[src/rtl/histogram_reader.sv]
// rtl/histogram_reader.sv - histogram RAM readout engine with total/peak and optional clear-on-read
// Sweeps every bin, streams (bin, count) beats over valid/ready, and accumulates total and peak bin.
module histogram_reader #(
  parameter int MAX_NUMBER = 255,
  parameter int SIZE       = 8,
  localparam int ADDR_W    = $clog2(MAX_NUMBER)
) (
  input  logic                   CLK,
  input  logic                   RST_N,
  input  logic                   start,
  input  logic                   clear_en,
  output logic                   busy,
  output logic                   done,
  output logic [ADDR_W-1:0]      mem_addr,
  output logic                   mem_rd,
  output logic                   mem_wr,
  output logic [SIZE-1:0]        mem_wdata,
  input  logic [SIZE-1:0]        mem_rdata,
  output logic                   out_valid,
  input  logic                   out_ready,
  output logic [ADDR_W-1:0]      out_bin,
  output logic [SIZE-1:0]        out_count,
  output logic                   out_last,
  output logic [SIZE+ADDR_W-1:0] total,
  output logic [ADDR_W-1:0]      peak_bin,
  output logic [SIZE-1:0]        peak_count
);

  typedef enum logic [2:0] {IDLE, RD, LAT, OUT, DONE} state_t;

  state_t            state;
  logic [ADDR_W-1:0] bin;
  logic              clr;
  logic              accept;

  assign accept = (state == OUT) && out_ready;

  always_ff @(posedge CLK or negedge RST_N) begin
    if (!RST_N) begin
      state      <= IDLE;
      bin        <= '0;
      clr        <= 1'b0;
      out_bin    <= '0;
      out_count  <= '0;
      total      <= '0;
      peak_bin   <= '0;
      peak_count <= '0;
    end else begin
      case (state)
        IDLE: begin
          if (start) begin
            clr        <= clear_en;
            bin        <= '0;
            out_bin    <= '0;
            out_count  <= '0;
            total      <= '0;
            peak_bin   <= '0;
            peak_count <= '0;
            state      <= RD;
          end
        end
        RD: state <= LAT;
        LAT: begin
          out_count <= mem_rdata;
          out_bin   <= bin;
          state     <= OUT;
        end
        OUT: begin
          if (out_ready) begin
            total <= total + {{ADDR_W{1'b0}}, out_count};
            // strict compare: on ties the earlier (lower) bin keeps the peak
            if (out_count > peak_count) begin
              peak_count <= out_count;
              peak_bin   <= bin;
            end
            if (&bin) begin
              state <= DONE;
            end else begin
              bin   <= bin + 1'b1;
              state <= RD;
            end
          end
        end
        DONE: state <= IDLE;
        default: state <= IDLE;
      endcase
    end
  end

  // The clear write is tied to the accept handshake so it lands on the accept edge only.
  assign mem_rd    = (state == RD);
  assign mem_wr    = accept && clr;
  assign mem_addr  = (mem_rd || mem_wr) ? bin : '0;
  assign mem_wdata = '0;
  assign out_valid = (state == OUT);
  assign out_last  = out_valid && (&out_bin);
  assign busy      = (state != IDLE);
  assign done      = (state == DONE);

endmodule

[config.mk]
export PLATFORM = sky130hd
export DESIGN_NAME = histogram_reader
export DESIGN_NICKNAME = d
export VERILOG_FILES = /design/src/rtl/histogram_reader.sv
export SDC_FILE = /design/constraint.sdc
export NUM_CORES = 1
export LEC_CHECK = 0
export BUFFER_PORTS_ARGS = -buffer_cell sky130_fd_sc_hd__buf_4
export CORE_ASPECT_RATIO = 0.6
export CORE_MARGIN = 2
export CORE_UTILIZATION = 29
export DETAILED_ROUTE_END_ITERATION = 10
export GPL_ROUTABILITY_DRIVEN = 0
export SYNTH_ARGS = -nofsm -noshare
export SYNTH_HDL_FRONTEND = slang
export SYNTH_SLANG_ARGS = --single-unit
[constraint.sdc]
create_clock -name CLK -period 3.7 [get_ports CLK]
set_input_delay 0.185 -clock CLK [delete_from_list [all_inputs] [get_ports CLK]]
set_output_delay 0.185 -clock CLK [all_outputs]
set_load 0.05 [all_outputs]
==> flow_summary.toml, run 1 <==
[yosys]
synth-async-reset-ratio_pct = 100.0
seq_area_frac_synth_pct = 46.35
synthTopCellsByCount = "dfrtp_1 (60), nand2_1 (35), nor2_1 (25), inv_1 (24), o21ai_0 (20)"
synth_most_common_cell = "dfrtp_1"
synth_cells = 323
synthTopCellsByArea = "dfrtp_1 (46%), ha_1 (6.6%), a22o_1 (4.6%)"
synthesis.area_um2 = 3239
syn_area_per_cell_um2 = 10.03
yosysWarnings = 0
ys_types = 49
synth_area_leader_cell = "dfrtp_1"
synth_edf_count = 0
netlist.area_leader.share_pct = 46.35
synth_seq_cells = 60
synth_ff_type = "dfrtp_1"

[timing]
fin_crit_ps = 2551
skew_ps = 3.046
drv_slew = 0
max-slew-margin-rel_pct = 15.11
worstMarginPinSlew_ps = 1269
rsz0062_at_grt = "no"
max_freq_mhz = 392.0
fin_crit_sh_pct = 68.94
finalHoldViolations = 0
setup_viol = 0
finalSetupTns_ps = 0

[power_and_ir_drop]
p_per_area_nw_per_um2 = 1000
ir_worst_vdd_uv = 344.7
p_leak_nw = 2.078

[worst_setup_path]
crit_type = "register to register"
startpoint_type = "register"
path_max_fanout = 12
cp_slowest_cell = "o32ai_1"
ff2ff_path_depth = 5
endpoint_kind = "register"
crit_chain = "nand3b_1, o32ai_1, nor3_1, xnor2_1, nor2_1"
max_stage_delay_ps = 1130
crit_arrival_ps = 2730
worstPathRequired_ps = 3880

[job]
cap_violations = 0

[clock_tree]
clockRootBuffer = "clkbuf_16"
cts_tree = "done"
cts_sinks = 60
cts_setup_buffers = 0
cts_buffers = 9
cts_resized = 0
cts_max_path_buffers = 2
insertion_delay_ps = 320
path_clk_slew_ps = 50
htree_num_levels = 3

[route]
firstDrtPassIters = 4
totalWireLength_um = 9090
drtIter0Drc = 164
wl_per_cell_um = 16.77
via_per_inst = 4.908
drcViolationCount = 0
via_count = 2660
drtAntennaViolNets = 0

[die]
initial_core_util_pct = 30.26
num_rows = 29
die_x_um = 140.4
die_h_um = 85.87
num_io_pins = 83
core_area_um2 = 10700
die-area_um2 = 12060

[grt]
grt_use_total_pct = 15.63
gr-usage-met3_pct = 4.299
grt_pass1_vias = 2685
antenna_found_initial = 0
grt_overflow = 0
grt_pass1_wl_um = 14550
use_met1_pct = 24.09
busiest_layer = "met1"
grt_use_met2_pct = 21.48
grt_max_degree = 61

[outcome]
status = "finished, final reports clean"

[place]
place_inst = 525
dp_hpwl_um = 6585
port_buffers = 74

[cells_and_area]
area_growth_pct = 29.90
antenna_cells = 0
final_cells = 542
nets = 429
fillers = 1051
drive_above_1_share_pct = 26.30

[worst_hold_path]
hold_class = "primary input to register"
holdPathStages = 3
==> path summary, 6_finish.rpt <==
check	slack, ps	start	to
worst min-delay path	60	clear_en	clr$_DFFE_PN0P_
worst max-delay path	1150	state[0]$_DFFE_PN0P_	bin[7]$_DFFE_PN0P_
worst max register to register	1150	state[0]$_DFFE_PN0P_	bin[7]$_DFFE_PN0P_
max in group asynchronous	2690	RST_N	peak_count[1]$_DFFE_PN0P_
min in group asynchronous	480	RST_N	total[6]$_DFFE_PN0P_
worst min register to register	480	clr$_DFFE_PN0P_	clr$_DFFE_PN0P_
==> routing by layer <==
| metal | wire length [um] | part of all wire [%] | vias to the layer above |
|---|---|---|---|
| met5 | 0 | 0 | - |
| met4 | 63 | 0.69 | 0 |
| met3 | 649 | 7.1 | 6 |
| met2 | 3599 | 40 | 87 |
| met1 | 4778 | 53 | 1285 |
| li1 | - | - | 1282 |
==> worst max-delay path: cells and delay by family, from the launching register on <==
family	cells	cell delay [ps]
AOI/OAI and AO/OA	1	1130
xor gates and xnor gates	1	200
DFF	1	570
and+or+nand+nor	3	510
==> cell families (layout without fill, tap and decap cells) <==
| logic type | Yosys count | in the layout | share of synthesized area, % |
|---|---|---|---|
| buffers and inverters | 45 | 118 | 6.605 |
| AO/OA/AOI/OAI | 74 | 74 | 16.22 |
| other | 1 | 8 | 0.1158 |
| multiplexers | 18 | 18 | 5.794 |
| adder cells (fa/ha/maj) | 18 | 18 | 7.184 |
| AND/OR/NAND/NOR | 98 | 98 | 15.30 |
| XOR/XNOR | 9 | 9 | 2.434 |
| flip-flops | 60 | 60 | 46.35 |
==> per-stage QoR <==
stage          util [%]  hold WS [ps]  cell area, um2  power (mW)  setup WS, ps
6_report          39.31         64.56            4208       4.210          1149
4_1_cts           39.31         59.47            4208       4.237          1179
5_1_grt           39.31         72.29            4208       4.480         913.1
3_3_place_gp      36.38         313.3            3894       3.324          1252
2_1_floorplan         -        -110.6            3266       2.698         613.5
3_5_place_dp      36.38         332.4            3894       3.364          1207
==> placed cells by master (no fill, tap or decap), types with 9 or more instances in the layout <==
cell type,n
buf_4,77
dfrtp_1,60
nand2_1,35
nor2_1,25
inv_1,24
o21ai_0,20
a22o_1,17
ha_1,17
a21oi_1,16
mux2i_1,12
clkbuf_16,9
==> where the power goes <==
part           leakage [nW]  switching (mW)  internal [mW]
combinational          1.14            1.50          0.744
sequential            0.787           0.254          0.863
clock                 0.149           0.295          0.555
==> sequential cells by signal (all words and copies together), names as in the netlist <==
| signal | flops |
|---|---|
| peak_bin | 8 |
| state | 3 |
| clr | 1 |
| peak_count | 8 |
| out_bin | 8 |
| bin | 8 |
| out_count | 8 |
| total | 16 |
==> what timing repair did <==
item / in CTS / in global routing
hold buffers: 1 / 0
setup endpoints to repair: 0 / 0
endpoints found under the hold margin: 60 / 0
==> layout make-up <==
class / instances / area [um2] / share of cell area, %
clock inverters: 4 / 47.55 / 1.130
flip-flops and latches: 60 / 1501 / 35.68
inverters: 24 / 90.09 / 2.141
well taps: 139 / 173.9 / 4.133
repair buffers: 78 / 588.1 / 13.98
multi-input cells: 225 / 1550 / 36.84
clock buffers: 12 / 256.5 / 6.096
No activity file was read; power rests on OpenSTA's default activity.
==> run 2: changes to the inputs <==
==> constraint.sdc (replaced) <==
create_clock -name CLK -period 2.1 [get_ports CLK]
set_input_delay 0.105 -clock CLK [delete_from_list [all_inputs] [get_ports CLK]]
set_output_delay 0.105 -clock CLK [all_outputs]
set_load 0.05 [all_outputs]
==> run 2 against run 1 <==
Against the previous run: the run now ends with negative setup slack left; wire length grew 7.7%; clock skew increased by 5.6 ps; maximum frequency grew 21%; clock power grew 88%; worst setup slack got worse by 1200 ps; first-iteration DRC count increased by 7.3%; sequential share of layout area decreased by 4.3 points; utilization increased by 6.2 points; flip-flop and latch count did not move; critical path depth increased by 2; non-clock buffer count increased by 36; die area stayed put.
==> flow_summary.toml, run 2 (same netlist as run 1, synthesis figures left out) <==
[worst_setup_path]
path_max_fanout = 5
crit_type = "register to register"
startpoint_type = "register"
crit_arrival_ps = 2360
endpoint_kind = "register"
worstPathRequired_ps = 2360

[die]
die_x_um = 140.4
initial_core_util_pct = 30.26
num_rows = 29
core_area_um2 = 10700
die_h_um = 85.87
die-area_um2 = 12060
num_io_pins = 83

[route]
via_count = 2850
drtAntennaViolNets = 0
wl_per_cell_um = 16.93
totalWireLength_um = 9787
drtIter0Drc = 176
via_per_inst = 4.931
firstDrtPassIters = 4
drcViolationCount = 0

[timing]
max-slew-margin-rel_pct = 47.63
rsz0062_at_grt = "yes"
finalHoldViolations = 0
drv_slew = 0
fin_crit_sh_pct = 100.4
finalSetupTns_ps = -9.825
fin_ws_ps = -8.005
finalHoldWorstSlack_ps = 7.007
fin_crit_ps = 2108
skew_ps = 8.638
max_freq_mhz = 474.4
worstMarginPinSlew_ps = 785.5
setup_viol = 4

[grt]
grt_use_total_pct = 16.70
grt_overflow = 0
grt_pass1_wl_um = 15190
antenna_found_initial = 0
grt_max_degree = 61
grt_pass1_vias = 2704

[cells_and_area]
multiInputGateArea_um2 = 1784
largest-register = "total"
drive_above_1_share_pct = 41.69
seq_area_um2 = 1529
post-route-util_pct = 45.54
area_growth_pct = 50.48
largest_reg_flops = 16
antenna_cells = 0
nets = 465
final_cell_mix = "buf_4 (91), dfrtp_1 (38), nand2_1 (35)"
layout_commonest_cell = "buf_4"
fillers = 992

[power_and_ir_drop]
finalPower_mw = 8.564
p_leak_nw = 2.287
ir_worst_vdd_uv = 733.0
p_per_area_nw_per_um2 = 1757

[worst_hold_path]
hold_class = "primary input to register"

[place]
dp_hpwl_um = 6995
port_buffers = 74

[clock_tree]
cts_buffers = 9
cts_sinks = 60
htree_num_levels = 3
cts_max_path_buffers = 2
insertion_delay_ps = 340
clockRootBuffer = "clkbuf_16"
path_clk_slew_ps = 50
cts_tree = "done"

[job]
cap_violations = 0

[outcome]
violations = "negative setup slack"
status = "complete, but fails checks"
[run 2: final timing paths]
| path | startpoint | to | slack [ps] | depth (start not counted) |
|---|---|---|---|---|
| max reg2reg | out_count[2]$_DFFE_PN0P_ | peak_bin[7]$_DFFE_PN0P_ | -8 | 7 |
| min reg2reg | clr$_DFFE_PN0P_ | clr$_DFFE_PN0P_ | 470 | 2 |
| max | out_count[2]$_DFFE_PN0P_ | peak_bin[7]$_DFFE_PN0P_ | -8 | 7 |
| max in group asynchronous | RST_N | out_count[1]$_DFFE_PN0P_ | 1130 | 2 |
| min | mem_rdata[3] | out_count[3]$_DFFE_PN0P_ | 7 | 2 |
| min in group asynchronous | RST_N | total[6]$_DFFE_PN0P_ | 390 | 2 |
[run 2: repair_timing]
item                                    4_1_cts  5_1_grt
setup buffers                                 3        7
pin swaps                                     4       11
resized for setup                             2       20
endpoints found under the hold margin        69        0
cloned                                        0        1
hold buffers                                 10        0
endpoints found under the setup margin       23       30
[run 2: cell type report]
type	instances	area share (%)
inverters	24	1.848
well taps	139	3.568
clock inverters	4	1.489
repair buffers	114	20.07
multi-input cells	225	36.60
clock buffers	12	5.056
flip-flops and latches	60	31.37
[run 2: per-stage QoR]
stage,cell area (um2),std cells,setup WS [ps]
after floorplan,3443,330,-78.74
after global placement,4225,541,6.261
after detailed placement,4225,541,-46.67
after CTS,4696,570,14.02
after global routing,4875,578,-70.79
final,4875,578,-8.005
[run 2: worst max-delay path, cell delays in order, from the launching register on]
cell       delay (ps)
dfrtp_2           460
ha_4              290
nand4_1           120
o311a_1           400
a41oi_4           230
buf_6             180
clkbuf_16         150
mux2i_1           180
[run 2: power breakdown]
group,internal (mW),switching [mW]
combinational,1.96,2.98
clock,1.07,0.532
sequential,1.56,0.460
total,4.59,3.97
[run 2: per-layer routing]
layer | routed length, um | up-vias | GRT usage [%]
met1 | 5033 | 1397 | 26.69
met5 | 0 | - | 0
met4 | 99 | 0 | 4.500
li1 | - | 1353 | -
met3 | 749 | 11 | 5.583
met2 | 3905 | 89 | 20.63
